[src/rtl/mem_arb_pkg.sv]
// mem_arb_pkg: shared grant encodings and default sizes for the data-memory arbiter
package mem_arb_pkg;
    typedef enum logic {PORT_A = 1'b0, PORT_B = 1'b1} port_e;
    localparam int DEF_DATA_W = 32;
    localparam int DEF_DEPTH  = 32;
endpackage

[src/rtl/mem_arbiter_if.sv]
// mem_arbiter_if: requester ports A/B plus the data-memory side of the arbiter
interface mem_arbiter_if
    import mem_arb_pkg::*;
#(
    parameter int DATA_W = DEF_DATA_W
);
    logic              AReq, AWe, AAck, AErr, ARValid;
    logic [31:0]       AAddr;
    logic [DATA_W-1:0] AWData, ARData;
    logic              BReq, BWe, BLock, BAck, BErr, BRValid;
    logic [31:0]       BAddr;
    logic [DATA_W-1:0] BWData, BRData;
    logic [31:0]       MemAddress;
    logic [DATA_W-1:0] MemWriteData, MemReadData;
    logic              MemRead, MemWrite;
    modport slave (
        input  AReq, AWe, AAddr, AWData, BReq, BWe, BAddr, BWData, BLock, MemReadData,
        output AAck, AErr, ARValid, ARData, BAck, BErr, BRValid, BRData,
               MemAddress, MemWriteData, MemRead, MemWrite
    );
    modport master (
        output AReq, AWe, AAddr, AWData, BReq, BWe, BAddr, BWData, BLock, MemReadData,
        input  AAck, AErr, ARValid, ARData, BAck, BErr, BRValid, BRData,
               MemAddress, MemWriteData, MemRead, MemWrite
    );
endinterface

[src/rtl/mem_arbiter_rr_arb2.sv]
// rr_arb2: two-input round-robin picker; a held lock makes B the only eligible port
module rr_arb2
    import mem_arb_pkg::*;
(
    input  logic  areq,
    input  logic  breq,
    input  port_e last_grant,
    input  logic  locked,
    output logic  valid,
    output port_e gnt
);
    logic a_ok;
    always_comb begin
        a_ok  = areq & ~locked;
        valid = a_ok | breq;
        gnt   = (a_ok & breq) ? port_e'(~last_grant) : (breq ? PORT_B : PORT_A);
    end
endmodule

[src/rtl/mem_arbiter.sv]
// mem_arbiter: shares one synchronous-read data memory between fetch port A and load/store port B
module mem_arbiter
    import mem_arb_pkg::*;
#(
    parameter int DEPTH = DEF_DEPTH
) (
    input logic          Clk,
    input logic          Rst_n,
    mem_arbiter_if.slave bus
);
    port_e       last_grant, gnt;
    logic        locked, valid, ack_a, ack_b, in_range, sel_we, a_rv, b_rv;
    logic [31:0] sel_addr;

    rr_arb2 u_arb (
        .areq       (bus.AReq),
        .breq       (bus.BReq),
        .last_grant (last_grant),
        .locked     (locked),
        .valid      (valid),
        .gnt        (gnt)
    );

    // With no grant the mux rests on port A, so the memory bus is never left floating
    always_comb begin
        ack_a            = Rst_n & valid & (gnt == PORT_A);
        ack_b            = Rst_n & valid & (gnt == PORT_B);
        sel_addr         = ack_b ? bus.BAddr : bus.AAddr;
        sel_we           = ack_b ? bus.BWe : bus.AWe;
        in_range         = sel_addr < 32'(DEPTH);
        bus.AAck         = ack_a;
        bus.BAck         = ack_b;
        bus.AErr         = ack_a & ~in_range;
        bus.BErr         = ack_b & ~in_range;
        bus.MemAddress   = sel_addr;
        bus.MemWriteData = ack_b ? bus.BWData : bus.AWData;
        bus.MemRead      = (ack_a | ack_b) & in_range & ~sel_we;
        bus.MemWrite     = (ack_a | ack_b) & in_range & sel_we;
        bus.ARValid      = a_rv;
        bus.BRValid      = b_rv;
        bus.ARData       = bus.MemReadData;
        bus.BRData       = bus.MemReadData;
    end

    always_ff @(posedge Clk or negedge Rst_n) begin
        if (!Rst_n) begin
            last_grant <= PORT_B;
            locked     <= 1'b0;
            a_rv       <= 1'b0;
            b_rv       <= 1'b0;
        end else begin
            if (valid) last_grant <= gnt;
            if (ack_b) locked <= bus.BLock;
            a_rv <= ack_a & in_range & ~sel_we;
            b_rv <= ack_b & in_range & ~sel_we;
        end
    end
endmodule

[src/flat_wrapper.sv]
// flat-port wrapper written by rule: the top's interface ports become plain ports
module mem_arbiter_flat import mem_arb_pkg::*;
#(
    parameter int DEPTH = DEF_DEPTH
)
  (Clk, Rst_n, bus_AReq, bus_AWe, bus_AAddr, bus_AWData, bus_BReq, bus_BWe, bus_BAddr, bus_BWData, bus_BLock, bus_MemReadData, bus_AAck, bus_AErr, bus_ARValid, bus_ARData, bus_BAck, bus_BErr, bus_BRValid, bus_BRData, bus_MemAddress, bus_MemWriteData, bus_MemRead, bus_MemWrite);
  mem_arbiter_if #(.DATA_W(32)) bus_i ();
  input logic Clk;
  input logic Rst_n;
  input wire logic [$bits(bus_i.AReq)-1:0] bus_AReq;
  input wire logic [$bits(bus_i.AWe)-1:0] bus_AWe;
  input wire logic [$bits(bus_i.AAddr)-1:0] bus_AAddr;
  input wire logic [$bits(bus_i.AWData)-1:0] bus_AWData;
  input wire logic [$bits(bus_i.BReq)-1:0] bus_BReq;
  input wire logic [$bits(bus_i.BWe)-1:0] bus_BWe;
  input wire logic [$bits(bus_i.BAddr)-1:0] bus_BAddr;
  input wire logic [$bits(bus_i.BWData)-1:0] bus_BWData;
  input wire logic [$bits(bus_i.BLock)-1:0] bus_BLock;
  input wire logic [$bits(bus_i.MemReadData)-1:0] bus_MemReadData;
  output wire logic [$bits(bus_i.AAck)-1:0] bus_AAck;
  output wire logic [$bits(bus_i.AErr)-1:0] bus_AErr;
  output wire logic [$bits(bus_i.ARValid)-1:0] bus_ARValid;
  output wire logic [$bits(bus_i.ARData)-1:0] bus_ARData;
  output wire logic [$bits(bus_i.BAck)-1:0] bus_BAck;
  output wire logic [$bits(bus_i.BErr)-1:0] bus_BErr;
  output wire logic [$bits(bus_i.BRValid)-1:0] bus_BRValid;
  output wire logic [$bits(bus_i.BRData)-1:0] bus_BRData;
  output wire logic [$bits(bus_i.MemAddress)-1:0] bus_MemAddress;
  output wire logic [$bits(bus_i.MemWriteData)-1:0] bus_MemWriteData;
  output wire logic [$bits(bus_i.MemRead)-1:0] bus_MemRead;
  output wire logic [$bits(bus_i.MemWrite)-1:0] bus_MemWrite;
  assign bus_i.AReq = bus_AReq;
  assign bus_i.AWe = bus_AWe;
  assign bus_i.AAddr = bus_AAddr;
  assign bus_i.AWData = bus_AWData;
  assign bus_i.BReq = bus_BReq;
  assign bus_i.BWe = bus_BWe;
  assign bus_i.BAddr = bus_BAddr;
  assign bus_i.BWData = bus_BWData;
  assign bus_i.BLock = bus_BLock;
  assign bus_i.MemReadData = bus_MemReadData;
  assign bus_AAck = bus_i.AAck;
  assign bus_AErr = bus_i.AErr;
  assign bus_ARValid = bus_i.ARValid;
  assign bus_ARData = bus_i.ARData;
  assign bus_BAck = bus_i.BAck;
  assign bus_BErr = bus_i.BErr;
  assign bus_BRValid = bus_i.BRValid;
  assign bus_BRData = bus_i.BRData;
  assign bus_MemAddress = bus_i.MemAddress;
  assign bus_MemWriteData = bus_i.MemWriteData;
  assign bus_MemRead = bus_i.MemRead;
  assign bus_MemWrite = bus_i.MemWrite;
  mem_arbiter #(.DEPTH(DEPTH)) u_core (.Clk(Clk), .Rst_n(Rst_n), .bus(bus_i));
endmodule
[config.mk]
export PLATFORM = sky130hd
export DESIGN_NAME = mem_arbiter_flat
export DESIGN_NICKNAME = d
export VERILOG_FILES = /design/src/rtl/mem_arb_pkg.sv /design/src/rtl/mem_arbiter_if.sv /design/src/rtl/mem_arbiter_rr_arb2.sv /design/src/rtl/mem_arbiter.sv /design/src/flat_wrapper.sv
export SDC_FILE = /design/constraint.sdc
export NUM_CORES = 1
export LEC_CHECK = 0
export ABC_AREA = 1
export CAP_MARGIN = 40
export CORE_AREA = 5 5 114 116
export DETAILED_ROUTE_END_ITERATION = 6
export DIE_AREA = 0 0 119 121
export GPL_ROUTABILITY_DRIVEN = 0
export PLACE_DENSITY = 0.62
export REMOVE_ABC_BUFFERS = 1
export SLEW_MARGIN = 30
export SYNTH_ARGS = -nofsm -noshare
export SYNTH_HDL_FRONTEND = slang
export SYNTH_HIERARCHICAL = 1
export SYNTH_SLANG_ARGS = --single-unit
[constraint.sdc]
create_clock -name Clk -period 7.1 [get_ports Clk]
set_input_delay 1.775 -clock Clk [delete_from_list [all_inputs] [get_ports Clk]]
set_output_delay 1.775 -clock Clk [all_outputs]
set_load 0.02 [all_outputs]
* After elaboration in Yosys (flattened, before gate mapping)
Index checks and enable logic that the tools add are counted.
** Word-level totals
- Bits in registers :: 4
- Bits of input ports :: 167
- Output and inout bits :: 136
- Word-level logic and storage cells :: 31
** Cells by class
- Magnitude comparators :: 1
- Muxes and demuxes :: 5
- Bitwise logic cells :: 21
** Operators by type and width (number)
- $mux W32 :: 2
- $lt A32 B6 Y1 const B :: 1
- $and A1 B1 Y1 :: 14
- $not A1 Y1 :: 5
- $mux W1 :: 3
- $or A1 B1 Y1 :: 2

* Longest topological paths before layout
- Word-level depth :: 9
- Mapped depth :: 16

* By module
The synthesis kept the hierarchy.
** By module, submodules not included
- mem_arbiter :: instances 1, cells an instance 369, area each 1896.8 um^2
- rr_arb2 :: instances 1, cells an instance 5, area each 23.8 um^2

* Worst setup path after synthesis
No wires, ideal clock.
- Path type :: input to output
- Start point :: input port bus_AReq
- End point :: output port bus_MemWrite
- Arrival time :: 3.230 ns
- Data required time :: 5.325 ns
- Setup slack :: 2.095 ns
- Stages on the path :: 12
- Buffers on the path :: 2
- Cell sequence :: a21o_1 buf_6 nand2_4 nor2_8 buf_6 nand2_1 nand2_1 nor2_1 nand2_1 nor2_1 nand2_1 nor3_2
** On the way
- Cells in the longest elaborated chain, start to end :: 8
** RTL lines
- start, declared :: RTL line flat_wrapper.sv:10 : input wire logic [$bits(bus_i.AReq)-1:0] bus_AReq;
- $and A1 B1 Y1 * :: RTL line mem_arbiter_rr_arb2.sv:14 : a_ok = areq & ~locked;
- $or A1 B1 Y1 / $and A1 B1 Y1 (equally long branches) :: RTL line mem_arbiter_rr_arb2.sv:15, mem_arbiter_rr_arb2.sv:16
- $and A1 B1 Y1 / $mux W1 (equally long branches) :: RTL line mem_arbiter.sv:27, mem_arbiter_rr_arb2.sv:16
- $and A1 B1 Y1 * :: RTL line mem_arbiter.sv:27 : ack_b = Rst_n & valid & (gnt == PORT_B);
- $mux W32 * :: RTL line mem_arbiter.sv:28 : sel_addr = ack_b ? bus.BAddr : bus.AAddr;
- named net bus_MemAddress[6] :: RTL line flat_wrapper.sv:28 : output wire logic [$bits(bus_i.MemAddress)-1:0] bus_MemAddress;
- $lt A32 B6 Y1 * :: RTL line mem_arbiter.sv:30 : in_range = sel_addr < 32'(DEPTH);
- $and A1 B1 Y1 * (2 in series) :: RTL line mem_arbiter.sv:38 : bus.MemWrite = (ack_a | ack_b) & in_range & sel_we;
- end, declared :: RTL line flat_wrapper.sv:31 : output wire logic [$bits(bus_i.MemWrite)-1:0] bus_MemWrite;
The timed path passes the listed nets; every way through them passes the cells marked *.

* Worst setup path in the final report
- Start point :: input port bus_AReq
- End point :: output port bus_MemWrite
** On the way
- Cells in the longest elaborated chain, start to end :: 8
** RTL lines
- $and A1 B1 Y1 * :: RTL line mem_arbiter_rr_arb2.sv:14
- $and A1 B1 Y1 * :: RTL line mem_arbiter_rr_arb2.sv:16 : gnt = (a_ok & breq) ? port_e'(~last_grant) : (breq ? PORT_B : PORT_A);
- $mux W1 * :: RTL line mem_arbiter_rr_arb2.sv:16
- named net u_core.gnt :: RTL line mem_arbiter.sv:11 : port_e last_grant, gnt;
- $and A1 B1 Y1 / $not A1 Y1 (equally long branches) :: RTL line mem_arbiter.sv:27, mem_arbiter.sv:26
- $mux W32 / $and A1 B1 Y1 (equally long branches) :: RTL line mem_arbiter.sv:28, mem_arbiter.sv:26
- $lt A32 B6 Y1 / $or A1 B1 Y1 (equally long branches) :: RTL line mem_arbiter.sv:30, mem_arbiter.sv:38
- $and A1 B1 Y1 :: RTL line mem_arbiter.sv:38
- $and A1 B1 Y1 * :: RTL line mem_arbiter.sv:38
Marked as above.

==> impl_metrics.py <==
metrics = {
    "floorplan": {
        "die_w_microns": 119,
        "die-area_sq_um": 14400,
        "io_pins": 303,
        "start_util_pct": 16.3,
        "rows": 40,
        "fp.dieH_microns": 121,
        "core-area_sq_um": 11800,
    },
    "logic_synthesis": {
        "synthTopCellsByArea": "nand2_1 (35%), buf_4 (25%), inv_1 (13%)",
        "ys_seq_area_share_pct": 5.28,
        "netlist_instances": 374,
        "yosys.area.top_type": "nand2_1",
        "syn_area_sq_um": 1920,
        "yosysWarnings": 6,
        "ys_types": 23,
        "ys_ff_latch": 4,
        "synth_top_area_share_pct": 34.8,
        "syn_area_per_cell_sq_um": 5.14,
    },
    "timing": {
        "holdWs_ns": 0.488,
        "drv_slew": 0,
        "rsz0062_at_grt": "no",
        "finalClockSkew_ns": 0.00317,
        "max_slew_margin_pct": 65.7,
        "layout_min_cycle_time_ns": 6.64,
        "tns_ns": 0,
        "clock.fmax_mhz": 151,
        "period_share_pct": 93.5,
        "worst_pin_slew_ns": 0.514,
        "finalHoldViolCount": 0,
        "setup_viol": 0,
    },
    "flow_run": {
        "drv_cap": 0,
    },
    "power": {
        "power_density_nw_per_um2": 110,
        "switching_share_pct": 37.4,
        "ir_drop_mv": 0.0756,
        "p_seq_share_pct": 6.8,
        "pwr-share-comb_pct": 71.3,
        "clock_power_share_pct": 21.9,
        "p_leak_nw": 1.86,
        "internal_power_uw": 253,
        "switchingPower_uw": 151,
    },
    "global_routing": {
        "grt_pass1_wl_mm": 15.2,
        "grt_use_total_pct": 13.7,
        "grt_max_degree": 42,
        "grt_overflow": 0,
        "grt_pass1_vias": 2736,
        "antenna_found_initial": 0,
    },
    "final_layout": {
        "num_antenna_cells": 0,
        "syn2layout_area_growth_pct": 91.1,
        "num-nets-final": 676,
        "fin_cells": 655,
        "layout-drive-gt1-share_pct": 4.53,
        "nFillCells": 1287,
    },
    "detailed_routing": {
        "vias": 2575,
        "remaining_drc_errors": 0,
        "drt_iter0_markers": 100,
        "wl_mm": 10.6,
        "route.detailed.vias_per_inst": 3.93,
        "antenna_left": 0,
        "dr.pass1.iters": 4,
        "post_drt_wl_per_cell_microns": 16.1,
    },
    "worst_setup_path": {
        "slowest_stage": "clkdlybuf4s50_1",
        "worstPathCellList": "clkdlybuf4s50_1 > nand3_1 > nand2_1 > inv_1 > nand3_4 > buf_4 > nand2_1 > nand2_1 > nor2_1 > nand2_1 > nor2_1 > nand2_1 > nor3_2 > clkdlybuf4s50_1",
        "cpPeakStageDelay_ns": 0.63,
        "cp.depth": 14,
        "setup.worst_path.class": "primary input to primary output",
        "crit_family": "buffers and inverters",
        "worstPathRequired_ns": 5.33,
        "worstPathArrival_ns": 4.87,
        "path_buf_inv": 4,
        "crit_fanout": 41,
        "critPathCaptureType": "primary output",
        "worstSetupStartpointType": "primary input",
        "regToRegSetupSlack_ns": 4.61,
        "ff2ff_path_depth": 11,
        "crit_top_cell": "nand2_1",
    },
    "clocking": {
        "clock_path_buffers": 2,
        "htree_levels": 1,
        "cts_resized": 0,
        "clock_latency_ns": 0.22,
        "postCtsSetupBuffers": 0,
        "clkSinkCount": 4,
        "cts_buffers": 3,
        "path_clk_slew_ns": 0.03,
        "cts-root-buf": "clkbuf_16",
        "cts_hold_buf": 0,
        "cts_tree": "yes",
    },
    "hold_path": {
        "hold_path.class": "register to register",
        "whs_path_depth": 2,
    },
    "placement": {
        "post-dp-hpwl_mm": 9.38,
        "placed_cells": 651,
        "portBuffers": 206,
    },
    "status": {
        "outcome": "finished clean",
    },
}
-- cell usage after synthesis --
cell type	number
nor2_2	1
or2_2	2
o21ai_0	1
nand3_1	1
buf_1	1
nand3_4	1
dfstp_2	1
o21ai_2	7
buf_4	64
nor2_8	1
o21ai_1	7
dfrtp_1	3
nor2_1	13
inv_1	67
clkbuf_1	4
nand4_1	7
buf_2	3
buf_6	8
a21o_1	1
nand2_4	1
mux2_2	1
nand2_1	178
nor3_2	1
-- flip-flops by register name, summed over array words and instances (netlist names) --
register and cells:
u_core/locked 1, u_core/last_grant 1, u_core/bus.ARValid 1, u_core/bus.BRValid 1
-- final timing paths --
| check | start | to |
|---|---|---|
| worst max-delay path | bus_AReq | bus_MemWrite |
| worst min-delay path | u_core/locked$_DFFE_PN0N_ | u_core/locked$_DFFE_PN0N_ |
| worst max register to register | u_core/locked$_DFFE_PN0N_ | u_core/bus.ARValid$_DFF_PN0_ |
| worst min register to register | u_core/locked$_DFFE_PN0N_ | u_core/locked$_DFFE_PN0N_ |
| max in group asynchronous | Rst_n | u_core/last_grant$_DFFE_PN1P_ |
| min in group asynchronous | Rst_n | u_core/locked$_DFFE_PN0N_ |
-- power by group through the flow --
stage	combinational (mW)	clock, mW	sequential (mW)
6_report	0.289	0.0884	0.0276
4_1_cts	0.292	0.0896	0.0275
2_1_floorplan	0.121	0	0.0274
3_3_place_gp	0.289	0	0.0278
5_1_grt	0.312	0.0922	0.0281
3_5_place_dp	0.291	0	0.0277
-- cells by family after synthesis --
kind of cell           Yosys count  synth area share [%]
multiplexers                     1                 0.586
flip-flops                       4                  5.28
AO/OA/AOI/OAI                   16                  5.67
buffers and inverters          147                  44.6
AND/OR/NAND/NOR                206                  43.9
-- layout make-up --
class                      count  area (sq um)  area share [%]
multi-input combinational    223           963            26.2
sequential                     4           101            2.76
tap                          147           184            5.01
clock buffer                   4          78.8            2.15
inverter                      67           251            6.85
timing repair buffer         210          2090            57.0
-- layer usage --
metal,track usage [%],wire (microns),up-vias
met1,15.5,4110,1079
met4,1.23,36,2
met5,4.78,62,-
met2,19.2,4160,202
met3,12.4,2200,4
li1,-,-,1288
-- stage by stage --
step	worst slack, ns	util [%]	cell area [sq um]	power [mW]
6_report	0.458	31.1	3670	0.404
4_1_cts	0.354	31.1	3670	0.409
3_3_place_gp	0.455	30.4	3590	0.317
3_5_place_dp	0.376	30.4	3590	0.318
2_1_floorplan	1.64	-	1320	0.148
5_1_grt	0.0996	31.1	3670	0.432
-- cells in the final DEF, fill, tap and decap left out, drive strengths merged, types with 3 or more instances in the layout --
cell type,n
clkdlybuf4s50,206
nand2,179
inv,67
nor2,15
o21ai,15
nand4,7
buf,4
clkbuf,4
dfrtp,3
-- tightest hold or removal path: cells and delay by family (launching register included) --
kind / cells / cell delay [ns]
flip-flops: 1 / 0.34
AND/OR/NAND/NOR: 2 / 0.11
(Power assumes the default switching activity.)
